<file path="src/rtl/foo_stream_shim_if.sv">
// foo_stream_shim_if: operand input stream and result output stream (valid/ready)
interface foo_stream_shim_if;
  logic        in_valid, in_ready, out_valid, out_ready;
  logic [31:0] in_data, out_data;
  modport master (output in_valid, in_data, out_ready, input in_ready, out_valid, out_data);
  modport slave (input in_valid, in_data, out_ready, output in_ready, out_valid, out_data);
endinterface

</file>
<file path="src/rtl/foo_stream_shim.sv">
// foo_stream_shim: FIFO-buffered operand feed to foo.a with settle window and foo.x result capture
module foo_stream_shim #(
  parameter int DEPTH  = 4,
  parameter int SETTLE = 2
) (
  input  logic                   clk,
  input  logic                   rst,
  foo_stream_shim_if.slave       s,
  output logic [31:0]            foo_a,
  input  logic [31:0]            foo_x,
  output logic                   busy,
  output logic [$clog2(DEPTH):0] count
);
  localparam int AW = $clog2(DEPTH);
  localparam logic [AW:0] FULL = DEPTH[AW:0];
  localparam logic [3:0] SETTLE_LD = 4'(SETTLE - 1);
  typedef enum logic [1:0] {S_IDLE, S_SETTLE, S_HOLD} state_t;
  state_t        state_q, state_d;
  logic [31:0]   mem_q [DEPTH];
  logic [AW-1:0] wr_q, rd_q;
  logic [AW:0]   count_q, count_d;
  logic [3:0]    settle_q, settle_d;
  logic [31:0]   foo_a_q, out_data_q;
  logic          out_valid_q, out_valid_d, push, pop, cap;
  assign s.in_ready  = count_q < FULL;
  assign push        = s.in_valid && s.in_ready;
  assign count_d     = count_q + {{AW{1'b0}}, push} - {{AW{1'b0}}, pop};
  assign foo_a       = foo_a_q;
  assign s.out_data  = out_data_q;
  assign s.out_valid = out_valid_q;
  assign busy        = state_q != S_IDLE;
  assign count       = count_q;
  // pop decisions use registered count only, so a same-cycle push never falls through
  always_comb begin
    state_d     = state_q;
    settle_d    = settle_q;
    out_valid_d = out_valid_q;
    pop         = 1'b0;
    cap         = 1'b0;
    case (state_q)
      S_IDLE: begin
        pop      = count_q != '0;
        settle_d = pop ? SETTLE_LD : settle_q;
        state_d  = pop ? S_SETTLE : S_IDLE;
      end
      S_SETTLE: begin
        cap         = settle_q == 4'd0;
        settle_d    = cap ? settle_q : settle_q - 4'd1;
        out_valid_d = cap ? 1'b1 : out_valid_q;
        state_d     = cap ? S_HOLD : S_SETTLE;
      end
      S_HOLD: begin
        pop         = s.out_ready && count_q != '0;
        settle_d    = pop ? SETTLE_LD : settle_q;
        out_valid_d = s.out_ready ? 1'b0 : out_valid_q;
        state_d     = pop ? S_SETTLE : (s.out_ready ? S_IDLE : S_HOLD);
      end
      default: state_d = S_IDLE;
    endcase
  end
  always_ff @(posedge clk or posedge rst) begin
    if (rst) begin
      state_q     <= S_IDLE;
      wr_q        <= '0;
      rd_q        <= '0;
      count_q     <= '0;
      settle_q    <= '0;
      foo_a_q     <= '0;
      out_data_q  <= '0;
      out_valid_q <= 1'b0;
    end else begin
      state_q     <= state_d;
      count_q     <= count_d;
      settle_q    <= settle_d;
      out_valid_q <= out_valid_d;
      if (push) wr_q <= wr_q + 1'b1;
      if (pop) rd_q <= rd_q + 1'b1;
      if (pop) foo_a_q <= mem_q[rd_q];
      if (cap) out_data_q <= foo_x;
    end
  end
  always_ff @(posedge clk) begin
    if (push) mem_q[wr_q] <= s.in_data;
  end
endmodule

</file>
<file path="src/flat_wrapper.sv">
// flat-port wrapper written by rule: the top's interface ports become plain ports
module foo_stream_shim_flat 
#(
  parameter int DEPTH  = 4,
  parameter int SETTLE = 2
)
  (clk, rst, foo_a, foo_x, busy, count, s_in_valid, s_in_data, s_out_ready, s_in_ready, s_out_valid, s_out_data);
  foo_stream_shim_if s_i ();
  input  logic clk;
  input  logic rst;
  output logic [31:0] foo_a;
  input  logic [31:0] foo_x;
  output logic busy;
  output logic [$clog2(DEPTH):0] count;
  input wire logic [$bits(s_i.in_valid)-1:0] s_in_valid;
  input wire logic [$bits(s_i.in_data)-1:0] s_in_data;
  input wire logic [$bits(s_i.out_ready)-1:0] s_out_ready;
  output wire logic [$bits(s_i.in_ready)-1:0] s_in_ready;
  output wire logic [$bits(s_i.out_valid)-1:0] s_out_valid;
  output wire logic [$bits(s_i.out_data)-1:0] s_out_data;
  assign s_i.in_valid = s_in_valid;
  assign s_i.in_data = s_in_data;
  assign s_i.out_ready = s_out_ready;
  assign s_in_ready = s_i.in_ready;
  assign s_out_valid = s_i.out_valid;
  assign s_out_data = s_i.out_data;
  foo_stream_shim #(.DEPTH(DEPTH), .SETTLE(SETTLE)) u_core (.clk(clk), .rst(rst), .s(s_i), .foo_a(foo_a), .foo_x(foo_x), .busy(busy), .count(count));
endmodule
</file>
<file path="config.mk">
export PLATFORM = sky130hd
export DESIGN_NAME = foo_stream_shim_flat
export DESIGN_NICKNAME = d
export VERILOG_FILES = /design/src/rtl/foo_stream_shim_if.sv /design/src/rtl/foo_stream_shim.sv /design/src/flat_wrapper.sv
export SDC_FILE = /design/constraint.sdc
export NUM_CORES = 1
export LEC_CHECK = 0
export ABC_AREA = 1
export CAP_MARGIN = 10
export CORE_ASPECT_RATIO = 0.6
export CORE_UTILIZATION = 35
export CTS_CLUSTER_DIAMETER = 40
export DETAILED_ROUTE_END_ITERATION = 7
export DONT_BUFFER_PORTS = 1
export GPL_TIMING_DRIVEN = 0
export PLACE_DENSITY = 0.5
export SLEW_MARGIN = 20
export SYNTH_ARGS = -nofsm -noshare
export SYNTH_HDL_FRONTEND = slang
export SYNTH_SLANG_ARGS = --single-unit
</file>
<file path="constraint.sdc">
create_clock -name clk -period 6.05 [get_ports clk]
set_input_delay 0.605 -clock clk [delete_from_list [all_inputs] [get_ports clk]]
set_output_delay 0.605 -clock clk [all_outputs]
set_load 0.005 [all_outputs]
</file>
# After elaboration in Yosys (flattened, before gate mapping)
# Memory sizes are Yosys's and may differ from the RTL's. A register that Yosys moved wholly into a read port is not among the register bits.
# Cells that the tools add are included.
# word_totals
mem_bits_rw	128
memories	1
output_inout_bits	70
wordCells	47
input_bits	68
ff_bits	46
# classes
magnitude_cmp	1
n_mux	16
reduce_logical	10
eq_ne	7
addsub	5
# memory_table
name	words	width	read_ports	rd_ports_with_merged_regs	write_ports	line	text
u_core.mem_q	4	32	1	1	1	foo_stream_shim.sv:19	logic [31:0] mem_q [DEPTH];
# ops
cell	count
$mux 4	3
$pmux 4 s3	1
$mux 1	6
$mux 2	3
$ne 2x1->1 const B	3
$pmux 2 s3	1
$reduce_bool 3->1	2
$add 2x1->2 const B	2
$logic_not 4->1	1
$ne 2x2->1 const B	2
$pmux 1 s2	2
$reduce_and 4->1	1
$reduce_bool 2->1	2
$sub 4x1->4 const B	1
$add 3x1->3	1
$lt 3x3->1 const B	1
$reduce_and 3->1	1
$sub 3x1->3	1
$eq 2x1->1 const B	1
$eq 2x2->1 const B	1
$logic_and 1x1->1	2
$logic_not 2->1	1

# Longest topological paths before layout
# Gate-level depths: netlist (run 1).
# depth
depth_word	4
ltp_mapped	13
ltp_nobuf	12

# Least setup slack after synthesis (run 1)
# No wires, ideal clock.
# synth_timing
path_kind	in2reg
start	in s_in_valid
end	mem u_core.mem_q[0][0], enable pin
slack_ps	3527
required_ps	5629
cell_stages	2
arrival_ps	2102
setup_ps	421
cell_sequence	nand2_1 > nor2_1
# synth_between
elab_chain_len	3
# synth_rtl
item	line	text
from (decl)	flat_wrapper.sv:15	input wire logic [$bits(s_i.in_valid)-1:0] s_in_valid;
$logic_and 1x1->1	foo_stream_shim.sv:26	assign push = s.in_valid && s.in_ready;
$mux 1	foo_stream_shim.sv:83	if (push) mem_q[wr_q] <= s.in_data;
$mux 1 (not written as such)	foo_stream_shim.sv:83	
to (decl)	foo_stream_shim.sv:19	
# No other way between the ends.

# Worst setup path after layout (run 1)
# layout_timing
start	reg u_core.count_q[1], in the netlist u_core.count[1]
end	reg u_core.count_q[2], in the netlist u_core.count[2]
# layout_between
elab_chain_len	4
word_cells_on_any_way	7
classes_between	add/sub (2); order compare (1); mux (1); reduce/logical (3)
# layout_rtl
item	line	text
from (decl)	foo_stream_shim.sv:21	logic [AW:0] count_q, count_d;
from (signal assigned)	foo_stream_shim.sv:73	count_q <= count_d;
$reduce_bool 3->1 *	foo_stream_shim.sv:42, foo_stream_shim.sv:53	
$logic_and 1x1->1	foo_stream_shim.sv:53	pop = s.out_ready && count_q != '0;
$pmux 1 s2 *	foo_stream_shim.sv:40	case (state_q)
net u_core.pop	foo_stream_shim.sv:24	logic out_valid_q, out_valid_d, push, pop, cap;
$sub 3x1->3 *	foo_stream_shim.sv:27	assign count_d = count_q + {{AW{1'b0}}, push} - {{AW{1'b0}}, pop};
net u_core.count_d[2]	foo_stream_shim.sv:21	
# The timed path passes the listed nets; every way through them passes the cells marked *.
# A chain may end at the register's enable or synchronous reset.

==> reports/results.ini, run 1 <==
[cts]
cts_tree = built
cts.reportedPaths.clkPinSlew_ps = 60
cts.htree.levels = 1
cts_buffers = 26
clock_latency_ps = 540
cts-resized-gates = 0
root_buffer = clkbuf_16
post_cts_buffers = 0
clkSinkCount = 206
clock_path_buffers = 3

[synthesis]
seq_area_frac_synth = 0.708
synth-edff-count = 128
synth_cells = 708
synth.ff_latch_count = 206
syn-num-nets = 785
netlist_area_mm2 = 0.00819
ys_async_sr_fraction = 0.379
synthFlopType = edfxtp_1
synth_cell_types = 23
ys_warn_count = 0
synth_area_per_cell_um2 = 11.6

[floorplanning]
die_width_um = 199
fp.dieH_um = 120
die_area_mm2 = 0.0240
core_mm2 = 0.0225
num_io_pins = 138
initial_utilization = 0.364
rows = 42

[final_layout]
finish.utilization = 0.430
antennaDiodeCount = 0
num-nets-final = 819
drive_above_1_share = 0.133
final_cell_mix = edfxtp_1, nand2_1, inv_1
multi_input_area_mm2 = 0.00178
final_common_cell = edfxtp_1
n_fill_cell = 2101
ff_latch_area_mm2 = 0.00580
syn2layout_area_growth_pct = 18.0
stdcell_count = 1070

[critical_path]
ff2ff_setup_slack_ps = 3490
critPathTopFamily = adder cells
reg2reg_from = u_core.count[1]
cpMaxStageDelayCell = dfrtp_1
worstPathArrival_ps = 2980
reg2regPathDepth = 12
r2r-end = u_core.count[2]
cp_data_required_time_ps = 6470
cp_slowest_stage_delay_ps = 450
path_depth = 12
criticalPathCategory = register to register
worstPathMaxFanout = 10
crit_buf_inv = 4
cp-end-kind = register
crit_path_end = u_core.count[2]
critPathLaunchType = register
path_cells = nor2_1, nand2_1, nand2_2, inv_2, buf_4, ha_1, inv_1, ha_1, inv_1, fa_1, xnor2_1, xor2_1
crit_path_start = u_core.count[1]

[sta]
drv_slew = 0
worst_pin_slew_ps = 623
setup_slack_ps = 3490
timing.final.crit_share = 0.423
period_needed_ps = 2560
setup_viol = 0
fmax_mhz = 390
relSlewSlack = 0.585
rsz0062_at_grt = false
tns_ps = 0
clock_skew_ps = 18.0
finalHoldViolations = 0

[placement]
dp_hpwl_um = 13200
gp_congestion = 0.775
portBuffers = 0
dp.cells = 1021
post-place-ws_ps = 3450

[drt]
num_vias = 5095
drc = 0
wl_per_cell_um = 18.4
via_per_inst = 4.76
dr.pass1.iters = 4
ant_nets = 0
wirelength_um = 19700
drt_iter0_markers = 315

[global_routing]
antenna_found_initial = 0
met2_usage = 0.253
grt.busiest_layer = met2
grt_overflow = 0
grt_start_max_net_pins = 57
met3_usage = 0.0589
grt_pass1_wl_um = 30300
first_global_vias = 5231
gr-usage-met1 = 0.238
grt_usage = 0.170

[worst_hold_path]
min_path_type = primary input to register
min_from = s_in_data[21]

[power]
vdd_ir_drop_max_uv = 243
powerDensity_mw_per_mm2 = 548
leakagePower_nw = 4.12

[status]
status = completed

[flow_run]
maxCapViolCount = 0

[layout make-up]
| cell class | count | share of cell area |
|---|---|---|
| Buffer | 34 | 0.0206 |
| Clock buffer | 26 | 0.0673 |
| Clock inverter | 22 | 0.0269 |
| Inverter | 117 | 0.0457 |
| Multi-Input combinational cell | 351 | 0.185 |
| Sequential cell | 206 | 0.600 |
| Tap cell | 308 | 0.0399 |
| Timing Repair Buffer | 6 | 0.0153 |
[state kept, by name, indices dropped and copies added (netlist names)]
signal	count
u_core.settle_q	4
u_core.mem_q	128
u_core.wr_q	2
u_core.s.out_data	32
u_core.s.out_valid	1
u_core.count	3
u_core.foo_a	32
u_core.state_q	2
u_core.rd_q	2
[through the flow]
step / area [um^2] / power, W / hold WS, ps
6_report: 9660 / 0.00530 / 153
3_5_place_dp: 8740 / 0.00375 / 482
3_3_place_gp: 8570 / 0.00365 / 495
5_1_grt: 9660 / 0.00567 / 127
4_1_cts: 9660 / 0.00538 / 127
2_1_floorplan: 8190 / 0.00317 / 471
[kinds of logic after synthesis]
group / share of synthesized area
xor gates and xnor gates: 0.00535
and+or+nand+nor: 0.0871
buffers and inverters: 0.0779
AOI/OAI and AO/OA: 0.107
DFF: 0.708
adders and majority gates: 0.0147
[routing by layer]
layer / vias up / routed length (um)
met4: 0 / 338
met3: 32 / 1520
li1: 2435 / -
met1: 2492 / 9170
met2: 136 / 8660
met5: - / 0
[synth_stat cells, types with 2 or more instances]
cell type / count / area [um^2]
ha_1: 8 / 100
o21ai_1: 16 / 80.1
buf_4: 3 / 22.5
nor2_1: 14 / 52.6
a21oi_1: 65 / 325
inv_2: 3 / 11.3
xnor2_1: 2 / 17.5
nand4_1: 4 / 25.0
inv_1: 114 / 428
edfxtp_1: 128 / 3840
nand3_1: 36 / 180
clkbuf_1: 8 / 30.0
o21ai_0: 68 / 340
buf_6: 5 / 56.3
o21ai_2: 14 / 123
nand2_1: 117 / 439
dfrtp_1: 78 / 1950
buf_2: 18 / 90.1
xor2_1: 3 / 26.3
[where the power goes]
group | internal, W | switching [W] | leakage (nW)
Clock | 0.000944 | 0.000649 | 0.434
Sequential | 0.00190 | 0.000244 | 2.12
Combinational | 0.000506 | 0.00106 | 1.56
[how the worst min path moves through the flow]
| stage | to | cells after the start |
|---|---|---|
| 3_3_place_gp | u_core.foo_a[26] | 2 |
| 4_1_cts | u_core.mem_q[2][21] | 0 |
| 5_1_grt | u_core.mem_q[2][29] | 0 |
| 6_report | u_core.mem_q[0][21] | 0 |
| 2_1_floorplan | u_core.s.out_valid | 2 |
| 3_5_place_dp | u_core.count[2] | 1 |
[timing repair]
| item | 4_1_cts | 5_1_grt |
|---|---|---|
| hold buffers | 1 | 0 |
| setup endpoints to repair | 0 | 0 |
| endpoints found under the hold margin | 22 | 0 |
(Power assumes the default switching activity.)
==> inputs of run 2 (changes only) <==
==> constraint.sdc (replaced) <==
create_clock -name clk -period 2.45 [get_ports clk]
set_input_delay 0.245 -clock clk [delete_from_list [all_inputs] [get_ports clk]]
set_output_delay 0.245 -clock clk [all_outputs]
set_load 0.005 [all_outputs]
==> reports/results.ini, run 2 (same netlist as run 1, synthesis figures left out) <==
[status]
status = completed

[cts]
cts.htree.levels = 1  ; unchanged
cts_tree = built
cts_buffers = 26  ; unchanged
clock_path_buffers = 3  ; unchanged
clock_latency_ps = 540  ; about the same
root_buffer = clkbuf_16
cts.reportedPaths.clkPinSlew_ps = 60  ; about the same
clkSinkCount = 206  ; unchanged

[critical_path]
critPathLaunchType = register
worstPathMaxFanout = 10  ; unchanged
reg2regPathDepth = 12  ; unchanged
cp-end-kind = register
worstPathArrival_ps = 2700  ; -280 ps
cp_data_required_time_ps = 2870  ; -3600 ps
reg2reg_from = u_core.count[1]
r2r-end = u_core.count[2]
criticalPathCategory = register to register
ff2ff_setup_slack_ps = 170  ; -3320 ps

[final_layout]
final_cell_mix = edfxtp_1, nand2_1, inv_1
fin_area_mm2 = 0.0104  ; +7.1%
finish.utilization = 0.460  ; +0.0306
largest_reg_flops = 128  ; unchanged
num-nets-final = 885  ; +8.1%
stdcell_count = 1137  ; +6.3%
drive_above_1_share = 0.130  ; -0.00211
syn2layout_area_growth_pct = 26.4
final_common_cell = edfxtp_1
n_fill_cell = 2054  ; -2.2%
largest-register = u_core.mem_q

[placement]
portBuffers = 0  ; unchanged
gp_congestion = 0.775  ; unchanged
dp_hpwl_um = 13200  ; unchanged
dp.cells = 1021  ; unchanged
placed_cell_area_mm2 = 0.00874  ; unchanged

[worst_hold_path]
hold_path_end = u_core.settle_q[2]
hold_depth = 3  ; +3
min_path_type = primary input to register
min_from = s_out_ready

[global_routing]
grt_usage = 0.175  ; +0.00495
antenna_found_initial = 1  ; +1
grt_pass1_wl_um = 31500  ; +3.7%
grt_start_max_net_pins = 57  ; unchanged
first_global_vias = 5513  ; +5.4%
grt_overflow = 0  ; unchanged

[sta]
finalHoldViolations = 0  ; unchanged
drv_slew = 0  ; unchanged
clock_skew_ps = 17.2  ; -0.811 ps
relSlewSlack = 0.570  ; -0.0151
period_needed_ps = 2280  ; -284 ps
fmax_mhz = 439  ; +12%
tns_ps = 0  ; unchanged
rsz0062_at_grt = false
worst_pin_slew_ps = 646  ; +22.7 ps
setup_viol = 0  ; unchanged
timing.final.crit_share = 0.929  ; +0.506

[drt]
wl_per_cell_um = 17.9  ; -2.9%
highest_layer = met4
drt_iter0_markers = 300  ; -4.8%
wl_met1_um = 9670  ; +5.4%
wirelength_um = 20300  ; +3.2%
drc = 0  ; unchanged
dr.pass1.iters = 5  ; +1
via_per_inst = 4.74  ; -0.55%
ant_nets = 0  ; unchanged
num_vias = 5384  ; +5.7%
dr_wl_met3_um = 1230  ; -19%
met2_wirelength_um = 9050  ; +4.6%

[floorplanning]
die_width_um = 199  ; unchanged
rows = 42  ; unchanged
die_area_mm2 = 0.0240  ; unchanged
num_io_pins = 138  ; unchanged
initial_utilization = 0.364  ; unchanged
core_mm2 = 0.0225  ; unchanged
fp.dieH_um = 120  ; unchanged

[flow_run]
maxCapViolCount = 0  ; unchanged

[power]
fin_total_pwr_w = 0.0133  ; +150%
powerDensity_mw_per_mm2 = 1290  ; +130%
vdd_ir_drop_max_uv = 601  ; +150%
leakagePower_nw = 4.40  ; +6.9%

-- run 2: repair_timing --
action / CTS / global route
setup endpoints to repair: 1 / 1
endpoints found under the hold margin: 240 / 0
setup buffers: 1 / 0
pin swaps: 1 / 0
gates resized for setup: 2 / 6
hold buffers: 66 / 0
-- run 2: final cells by class --
type	count	area [um^2]	share of cell area
clock buffers	26	651	0.0629
well taps	308	385	0.0372
inverters	117	442	0.0427
flip-flops and latches	206	5800	0.560
plain buffers	34	203	0.0196
repair buffers	72	806	0.0778
diodes	1	2.50	0.000242
multi-input cells	351	1810	0.174
clock inverters	22	260	0.0251
-- run 2: worst max-delay path by stage --
stage	start	to	slack, ps	cells after the start
floorplan	u_core.wr_q[0]	u_core.mem_q[2][0]	10	4
global placement	u_core.count[2]	u_core.mem_q[0][15]	-1310	3
detailed placement	u_core.count[1]	u_core.count[2]	-100	12
CTS	u_core.state_q[1]	u_core.count[2]	20	13
global route	u_core.count[1]	u_core.count[2]	30	12
finish	u_core.count[1]	u_core.count[2]	170	12
-- run 2: report_power, final --
group          switching [W]  internal [W]  leakage (nW)
clock network        0.00161       0.00233         0.434
logic                0.00269       0.00137          1.85
registers           0.000614       0.00469          2.12
-- run 2: stage by stage --
stage	setup slack (ps)	hold WS, ps
after detailed placement	-97.1	122
final	173	57.3
after global placement	-1310	344
after global routing	25.6	73.3
after floorplan	10.3	341
after CTS	23.1	29.6
-- run 2: worst max-delay path: stages (launching register included) --
cell and delay (ps):
dfrtp_2 460, nor2_2 110, nand2_2 100, nand2_4 100
inv_2 80, buf_6 160, ha_1 270, inv_1 50
ha_1 130, inv_1 50, fa_2 350, xnor2_2 140
xor2_1 140
-- run 2: metal layers --
| metal | track usage | up-vias |
|---|---|---|
| li1 | - | 2573 |
| met1 | 0.249 | 2643 |
| met2 | 0.264 | 134 |
| met3 | 0.0483 | 34 |
| met4 | 0.0415 | 0 |
| met5 | 0 | - |
==> inputs of run 3 (changes only) <==
==> constraint.sdc (replaced) <==
create_clock -name clk -period 2.45 [get_ports clk]
set_input_delay 0.49 -clock clk [delete_from_list [all_inputs] [get_ports clk]]
set_output_delay 0.49 -clock clk [all_outputs]
set_load 0.005 [all_outputs]
==> reports/results.ini, run 3 (same netlist as run 1, synthesis figures left out) <==
[global_routing]
first_global_vias = 5318  ; -3.5%
grt_usage = 0.170  ; -0.00492
grt_start_max_net_pins = 35  ; -39%
grt_pass1_wl_um = 30500  ; -3.0%
antenna_found_initial = 0  ; -1
grt_overflow = 0  ; unchanged

[drt]
wl_per_cell_um = 18.5  ; +3.3%
drt_iter0_markers = 240  ; -20%
wirelength_um = 19700  ; -2.8%
met2_wirelength_um = 8620  ; -4.8%
dr.pass1.iters = 4  ; -1
highest_layer = met4
num_vias = 5057  ; -6.1%
via_per_inst = 4.73  ; -0.19%
ant_nets = 0  ; unchanged
drc = 0  ; unchanged
wl_met1_um = 8970  ; -7.3%
dr_wl_met3_um = 1850  ; +51%

[final_layout]
num-nets-final = 820  ; -7.3%
stdcell_count = 1070  ; -5.9%
final_common_cell = edfxtp_1
finish.utilization = 0.427  ; -0.0335
largest_reg_flops = 128  ; unchanged
drive_above_1_share = 0.136  ; +0.00605
syn2layout_area_growth_pct = 17.2
final_cell_mix = edfxtp_1, nand2_1, inv_1
n_fill_cell = 2120  ; +3.2%
antennaDiodeCount = 0  ; -1
largest-register = u_core.mem_q

[critical_path]
worstPathArrival_ps = 2690  ; about the same
critPathLaunchType = register
cp-end-kind = register
cp_slowest_stage_delay_ps = 450  ; about the same
worstPathMaxFanout = 10  ; unchanged
reg2regPathDepth = 12  ; unchanged
cpMaxStageDelayCell = dfrtp_2
path_cells = nor2_2, nand2_2, nand2_4, inv_4, buf_6, ha_1, inv_1, ha_1, inv_1, fa_1, xnor2_1, xor2_1
criticalPathCategory = register to register
cp_data_required_time_ps = 2860  ; about the same

[worst_hold_path]
hold_depth = 0  ; -3
min_path_type = primary input to register

[placement]
dp.cells = 1022  ; +0.098%
portBuffers = 0  ; unchanged
gp_congestion = 0.749  ; -3.3%
post-place-ws_ps = -139  ; -42.0 ps
dp_hpwl_um = 13400  ; +0.89%

[cts]
clock_latency_ps = 520  ; -20 ps
root_buffer = clkbuf_16
cts.reportedPaths.clkPinSlew_ps = 60  ; about the same
cts_tree = built
clock_path_buffers = 3  ; unchanged
cts.htree.levels = 1  ; unchanged
clkSinkCount = 206  ; unchanged
cts_buffers = 25  ; -3.8%

[floorplanning]
initial_utilization = 0.364  ; unchanged
num_io_pins = 138  ; unchanged
die_area_mm2 = 0.0240  ; unchanged
die_width_um = 199  ; unchanged
core_mm2 = 0.0225  ; unchanged
fp.dieH_um = 120  ; unchanged
rows = 42  ; unchanged

[power]
clockPowerShare = 0.284  ; -0.012
fin_total_pwr_w = 0.0128  ; -4.0%
vdd_ir_drop_max_uv = 470  ; -22%
power_frac_comb = 0.302  ; -0.003
powerDensity_mw_per_mm2 = 1330  ; +3.6%
switching_share = 0.366  ; -0.00388
power.internal_w = 0.00811  ; -3.4%
leakagePower_nw = 4.08  ; -7.2%
seqPwrFrac = 0.415  ; +0.016
p_sw_w = 0.00467  ; -5.0%

[sta]
relSlewSlack = 0.573  ; +0.00337
clock_skew_ps = 10.9  ; -6.32 ps
setup_viol = 0  ; unchanged
finalHoldViolations = 0  ; unchanged
rsz0062_at_grt = false
fmax_mhz = 438  ; -0.28%
timing.final.crit_share = 0.932  ; +0.00263
period_needed_ps = 2280  ; +6.44 ps
worst_pin_slew_ps = 639  ; -6.57 ps
drv_slew = 0  ; unchanged
setup_slack_ps = 167  ; -6.44 ps

[flow_run]
maxCapViolCount = 0  ; unchanged

[status]
status = completed

[run 3: changes by cell type in the layout (fill, tap and decap cells not counted), sizes merged]
cell	before	now
buf	32	33
bufinv	3	2
clkbuf	34	35
clkinv	8	12
diode	1	0
dlygate4sd3	66	1
inv	125	119
[run 3: per-layer routing]
metal | global-route usage | vias to the layer above
li1 | - | 2435
met1 | 0.238 | 2457
met2 | 0.256 | 140
met3 | 0.0566 | 25
met4 | 0.0358 | 0
met5 | 0 | -
[run 3: what timing repair did]
action	CTS	global route
setup endpoints to repair	1	1
gates resized for setup	2	5
hold buffers	1	0
pin swaps	1	0
setup buffers	1	0
endpoints found under the hold margin	21	0
gates cloned	0	0
[run 3: worst paths after layout]
path	startpoint	to	slack [ps]
setup / recovery	u_core.count[1]	u_core.count[2]	170
hold / removal	s_in_data[25]	u_core.mem_q[0][25]	60
setup reg to reg	u_core.count[1]	u_core.count[2]	170
hold reg to reg	u_core.foo_a[20]	u_core.foo_a[20]	500
max in group asynchronous	rst	u_core.count[1]	1350
min in group asynchronous	rst	u_core.s.out_data[0]	530
[run 3: stage by stage]
stage | hold WS (ps) | TNS [ps] | area [um^2]
2_1_floorplan | 471 | 0 | 8190
4_1_cts | 30.3 | 0 | 9580
3_5_place_dp | 461 | -139 | 8730
6_report | 56.3 | 0 | 9600
5_1_grt | 28.6 | 0 | 9600
3_3_place_gp | 497 | -170620 | 8580
[run 3: critical path: cells and delay by family, from the launching register on]
kind / cells / cell delay [ps]
AND/OR/NAND/NOR: 3 / 330
flip-flops: 1 / 450
XOR/XNOR: 2 / 280
adder cells (fa/ha/maj): 3 / 770
buffers and inverters: 4 / 320
[run 3: cell type report]
type	instances	area (um^2)	share of cell area
sequential	206	5800	0.604
multi-input combinational	351	1800	0.187
clock inverter	19	184	0.0192
buffer	34	203	0.0211
inverter	117	445	0.0464
clock buffer	27	643	0.0670
tap	308	385	0.0402
timing repair buffer	8	145	0.0151
[run 3: power groups by stage]
stage,registers [W],logic (W),clock network [W]
3_3_place_gp,0.00539,0.00363,0
2_1_floorplan,0.00518,0.00266,0
6_report,0.00530,0.00385,0.00362
4_1_cts,0.00532,0.00391,0.00372
5_1_grt,0.00541,0.00444,0.00385
3_5_place_dp,0.00538,0.00385,0
